**config.mk**
```make
export PLATFORM = sky130hd
export DESIGN_NAME = io_pio_debounce
export DESIGN_NICKNAME = d
export VERILOG_FILES = /design/src/rtl/io_pio_debounce.sv
export SDC_FILE = /design/constraint.sdc
export NUM_CORES = 1
export LEC_CHECK = 0
export ABC_CLOCK_PERIOD_IN_PS = 8150
export CAP_MARGIN = 10
export CORE_ASPECT_RATIO = 0.6
export CORE_MARGIN = 4
export CORE_UTILIZATION = 55
export DETAILED_ROUTE_END_ITERATION = 10
export DONT_BUFFER_PORTS = 1
export PLACE_DENSITY = 0.72
export SYNTH_ARGS = -nofsm -noshare
export SYNTH_HDL_FRONTEND = slang
export SYNTH_SLANG_ARGS = --single-unit
```
**constraint.sdc**
```tcl
create_clock -name clk -period 8.15 [get_ports clk]
set_clock_uncertainty 0.1 [all_clocks]
set_input_delay 0.815 -clock clk [delete_from_list [all_inputs] [get_ports clk]]
set_output_delay 0.815 -clock clk [all_outputs]
set_load 0.05 [all_outputs]
```
**src/rtl/io_pio_debounce.sv**
```systemverilog
// io_pio_debounce: per-bit synchroniser and debouncer for raw board inputs.
// Each bit has its own synchroniser chain, acceptance counter and output
// register. Produces a stable `pio` level plus one-cycle rise/fall pulses.
// Optional sticky edge flags are compiled in when IO_PIO_EDGE_CAPTURE_EN
// is defined; without it the edge_clr/edge_flags ports do not exist.
module io_pio_debounce #(
    parameter int unsigned      WIDTH           = 8,
    parameter int unsigned      SYNC_STAGES     = 2,
    parameter int unsigned      DEBOUNCE_CYCLES = 500000,
    parameter logic [WIDTH-1:0] RESET_VALUE     = '0
) (
    input  logic             clk,
    input  logic             reset,
    input  logic [WIDTH-1:0] raw,
    output logic [WIDTH-1:0] pio,
    output logic [WIDTH-1:0] rise,
    output logic [WIDTH-1:0] fall
`ifdef IO_PIO_EDGE_CAPTURE_EN
    ,
    input  logic [WIDTH-1:0] edge_clr,
    output logic [WIDTH-1:0] edge_flags
`endif
);

    localparam int unsigned   CW       = $clog2(DEBOUNCE_CYCLES + 1);
    localparam logic [CW-1:0] CNT_LAST = CW'(DEBOUNCE_CYCLES - 1);

    logic [WIDTH-1:0] sync_q [SYNC_STAGES];
    logic [WIDTH-1:0] s;
    logic [WIDTH-1:0] accept;
    logic [CW-1:0]    cnt [WIDTH];

    // Synchroniser chain: raw enters stage 0, last stage is the clean level.
    always_ff @(posedge clk or posedge reset) begin
        if (reset) begin
            for (int unsigned i = 0; i < SYNC_STAGES; i++) begin
                sync_q[i] <= RESET_VALUE;
            end
        end else begin
            sync_q[0] <= raw;
            for (int unsigned i = 1; i < SYNC_STAGES; i++) begin
                sync_q[i] <= sync_q[i-1];
            end
        end
    end

    assign s = sync_q[SYNC_STAGES-1];

    // A bit is accepted when it has differed from pio for DEBOUNCE_CYCLES edges.
    always_comb begin
        accept = '0;
        for (int unsigned i = 0; i < WIDTH; i++) begin
            accept[i] = (s[i] != pio[i]) && (cnt[i] == CNT_LAST);
        end
    end

    // Per-bit stability counters; any return to pio or an acceptance restarts them.
    always_ff @(posedge clk or posedge reset) begin
        if (reset) begin
            for (int unsigned i = 0; i < WIDTH; i++) begin
                cnt[i] <= '0;
            end
        end else begin
            for (int unsigned i = 0; i < WIDTH; i++) begin
                if ((s[i] == pio[i]) || accept[i]) begin
                    cnt[i] <= '0;
                end else begin
                    cnt[i] <= cnt[i] + CW'(1);
                end
            end
        end
    end

    // Output levels and edge pulses update on the same edge.
    always_ff @(posedge clk or posedge reset) begin
        if (reset) begin
            pio  <= RESET_VALUE;
            rise <= '0;
            fall <= '0;
        end else begin
            pio  <= (pio & ~accept) | (s & accept);
            rise <= accept & s;
            fall <= accept & ~s;
        end
    end

`ifdef IO_PIO_EDGE_CAPTURE_EN
    // Sticky edge flags; a new edge in the same cycle as a clear keeps the flag set.
    always_ff @(posedge clk or posedge reset) begin
        if (reset) begin
            edge_flags <= '0;
        end else begin
            edge_flags <= (edge_flags & ~edge_clr) | rise | fall;
        end
    end
`endif

endmodule

```
# After elaboration in Yosys (flattened, before gate mapping)
# Index checks and enable logic that the tools add are counted.
[word_totals] register_bits=192 latchBits=0 ram_bits=0 rom_bits=0 inputBits=10 output_inout_bits=24 wordCells=75 n_memories=0
[op_classes] addsub=8 mul=0 n_div=0 magnitude_cmp=0 eq_ne=24 n_shift=0 n_mux=8 bitwise_logic=6 n_reduce_logical=16
[ops] cell="19-bit by 1-bit adder with 19-bit output, second input constant" count=8
[ops] cell="19-bit equality test, second input constant" count=8
[ops] cell="19-bit 2-to-1 mux" count=8
[ops] cell="8-bit AND" count=3
[ops] cell="8-bit inverter" count=2
[ops] cell="1-bit equality test" count=8
[ops] cell="1-bit logical AND" count=8
[ops] cell="1-bit logical OR" count=8
[ops] cell="1-bit inequality test" count=8
[ops] cell="8-bit OR" count=1

# Depth between registers and ports, before layout
[depth] depth_word=5 ltp_mapped=7 ltp_nobuf=5

# Least setup slack after synthesis
# OpenSTA, ideal clock, no wires.
[synth_path] path_kind="reg2reg" start="register cnt[76] in the netlist's numbering" end="register (tool-made name)" setup_ns=0.125 t_arrival_ns=1.881 t_required_ns=7.925 slack_ns=6.044 path_stages_with_launch=7 period_less_slack_ns=2.106 path_cell_list="dfrtp_1 ha_1 and4_1 buf_2 nand3_1 or4b_1 mux2_2"
[synth_lines] element="start: declaration" line="31" source="logic [CW-1:0] cnt [WIDTH];"
[synth_lines] element="start signal: indexed assignment" line="68" source="cnt[i] <= cnt[i] + CW'(1);"

# Worst setup path after layout
[layout_path] start="register cnt[76] in the netlist's numbering" end="register cnt[85] in the netlist's numbering"
[layout_between] elab_chain_cells=4 elab_cells_between_ends=5 classes_between="add/sub: 1; eq/ne: 1; mux: 1; reduce/logical: 2"
[layout_rtl] element="parallel branches: the longest is 3 deep, another holds 19-bit by 1-bit adder with 19-bit output"
[layout_rtl] element="19-bit 2-to-1 mux (*)" line="65" source="if ((s[i] == pio[i]) || accept[i]) begin"
# Every way passes the cells marked *.

==> flow_summary.toml <==
[run_status]
run_status = "completed"

[clock_network]
clk_sinks = 192
clock_insertion_delay_worst_skew_ns = 0.43
cts_made_buffers = 17
cts.root.buffer_cell = "clkbuf_16"
htreeDepth = 4
post_cts_resize_count = 0
cts_tree = "built"
cts_hold_buf = 0
post-cts-setup-buffers = 0
clk_pin_slew_ns = 0.07
ctsLongestPathBuffers = 2

[critical_path]
number_of_cells_on_the_critical_path = 5
r2r-start = "cnt[76]"
worstSetupStartpoint = "cnt[76]"
timing.critical_path.fanout_max = 17
timing.critical_path.from_type = "flip-flop"
critical-path-max-stage-delay_ns = 1.05
critical_path_class = "flip-flop to flip-flop"
path_cells = "ha_1 > and4_1 > nand3_1 > o31ai_2 > nor2_1"
worst_path_max_delay_cell = "o31ai_2"
critical_path.endpoint = "cnt[85]"
critPathRequiredTime_ns = 8.31
endpoint_kind = "flip-flop"
setup.reg_to_reg.worst_slack_ns = 5.53
timing.critical_path.max_delay_family = "compound AO/OA/AOI/OAI gates"
cell_count_of_the_worst_reg_to_reg_path = 5
critical_path_arrival_ns = 2.77
worstReg2RegEnd = "cnt[85]"
critPathBufInv = 0

[power]
ir_worst_vdd_uv = 146.6
pwr_density_cell_nw_per_um2 = 191.8
total_leakage_power_nw = 3.942

[sta]
maxSlewHeadroom = 0.1633
report.final.setup_viol = 0
finalMaxSlewViolations = 0
rsz0062_at_grt = "no"
fmax_mhz = 382.0
fin_crit_ns = 2.618
setup_tns_ns = 0
final-hold-violation-count = 0
postLayoutSetupSlackWorst_ns = 5.532
worst_pin_slew_ns = 1.248
ratio_of_final_minimum_period_to_clock_period = 0.3212

[route]
drt-initial-drc-count = 524
vias = 6477
avgRoutedWirePerCell_um = 16.15
drt_pass1_iterations = 5
ant_nets = 0
drt-vias-per-instance = 6.008
wirelength_um = 17410
remaining_routing_drc_violations = 0

[global_route]
total_global_route_track_usage = 0.2023
number_of_global_route_vias_before_repair = 6385
grt_start_max_net_pins = 122
grt_overflow = 0
grt_first_pass_wirelength_um = 30600
grt_antenna_before_repair = 0

[yosys]
async_set_or_reset_flop_fraction_in_the_synthesized_netlist = 1.000
synth.top_cells.by_area = "dfrtp_1 54%, xor2_1 5.9%, nor2_1 5.2%"
mappedNetlistNets = 878
synth_sequential_area_ratio = 0.5392
synth.lib_cells_used.distinct = 48
synth_largest_type_area_fraction = 0.5392
yosysTopAreaCell = "dfrtp_1"
synth_enable_flop_cells = 0
most_used_dff_post_synth = "dfrtp_1"
yosys_warnings = 0
syn-instance-count = 860
flip_flop_and_latch_count_after_synthesis = 192
mappedNetlistArea_um2 = 8911
synthesis.area_per_instance_um2 = 10.36

[placed_design]
portBuffers = 0
gp_congestion = 0.8155
placed_cell_area_um2 = 9081
placement.setup.worst_slack_ns = 5.541
dp_hpwl_um = 11590

[die]
start_util = 0.5716
ios = 34
rows = 35
chipHeight_um = 106.6
dieArea_um2 = 18370
core_um2 = 15590
chipWidth_um = 172.3

[min_path]
hp-class = "flip-flop to flip-flop"

[layout]
layout.cells.most_common_list = "192 x dfrtp_1, 124 x nor2_1, 60 x xor2_1, 51 x xnor2_1, 50 x nand4_1"
final_design_area_no_fill_um2 = 9689
layout.nets = 880
area_delta_synth_final_pct = 8.733
n_antenna_cell = 0
layout-drive-gt1-share = 0.07314
layout.filler_cells = 1223
final_common_cell = "dfrtp_1"

[job]
drv_cap = 0
## area by class of cell
cell class	instances	area (µm²)	share of cell area
Tap cell	203	254.0	0.02621
Clock buffer	21	460.4	0.04752
Timing Repair Buffer	4	33.78	0.003487
Clock inverter	11	121.4	0.01253
Inverter	14	60.06	0.006198
Sequential cell	192	4805	0.4959
Multi-Input combinational cell	633	3955	0.4082
## flip-flops by register name, summed over array words and instances (netlist names), named ones only
| signal | count |
|---|---|
| cnt | 152 |
| fall | 8 |
| rise | 8 |
| s | 8 |
| sync_q | 8 |
## where the power goes
| part | internal, W | leakage [nW] | total [W] | switching [W] |
|---|---|---|---|---|
| sequential | 0.000966 | 2.63 | 0.000980 | 0.0000142 |
| combinational | 0.0000137 | 1.03 | 0.0000535 | 0.0000397 |
| clock | 0.000448 | 0.283 | 0.000825 | 0.000377 |
| total | 0.00143 | 3.94 | 0.00186 | 0.000431 |
## cell families after synthesis
logic type | Yosys count | share of synthesized area
AO/OA/AOI/OAI | 72 | 0.04999
XOR/XNOR | 111 | 0.1091
adder cells (fa/ha/maj) | 8 | 0.01123
buffers and inverters | 35 | 0.01699
flip-flops | 192 | 0.5392
multiplexers | 9 | 0.01123
AND/OR/NAND/NOR | 433 | 0.2623
## worst reg2reg max path, stage by stage (launching register included)
cell and delay [ns]:
dfrtp_1 0.37, ha_1 0.24, and4_1 0.36, nand3_1 0.21, o31ai_2 1.05, nor2_1 0.13
## layer usage
layer  routed length [µm]  vias to the layer above  track usage
met3                  859                       17      0.04164
met2                 7548                      167       0.2992
li1                     -                     3082            -
met4                  164                        0      0.05160
met5                    0                        -            0
met1                 8835                     3211       0.3070
## metrics by stage
step	power [W]	hold WS [ns]	std cells	util
after floorplan	0.001036	0.2312	860	-
after global placement	0.001047	0.2317	1043	0.5825
after detailed placement	0.001052	0.2347	1043	0.5825
after CTS	0.001874	0.2511	1075	0.6198
after global routing	0.001931	0.2635	1078	0.6215
final	0.001859	0.2499	1078	0.6215
## worst min-delay path by stage
stage / start / endpoint / slack (ns) / depth (start not counted)
3_5_place_dp: sync_q[14] / s[6] / 0.23 / 0
4_1_cts: sync_q[14] / s[6] / 0.25 / 0
3_3_place_gp: sync_q[14] / s[6] / 0.23 / 0
6_report: sync_q[14] / s[6] / 0.25 / 0
2_1_floorplan: sync_q[8] / s[0] / 0.23 / 0
5_1_grt: sync_q[14] / s[6] / 0.26 / 0
## Yosys cell counts (all sizes together) (2+ instances only)
cell type  number
and2            3
nor2          124
nand3b          3
or4b            3
xor2           60
nor3b          17
mux2            8
nand4b          2
or3            24
xnor2          51
or4            14
dfrtp         192
o21ai          22
nand4          53
and4           18
nor4           22
o31ai          11
clkbuf         12
buf             9
and3           17
nor4b           6
nor3           24
a21oi          30
nand2          49
inv            14
a31o            5
nand2b          2
ha              8
nand3          48
(Power assumes the default switching activity.)
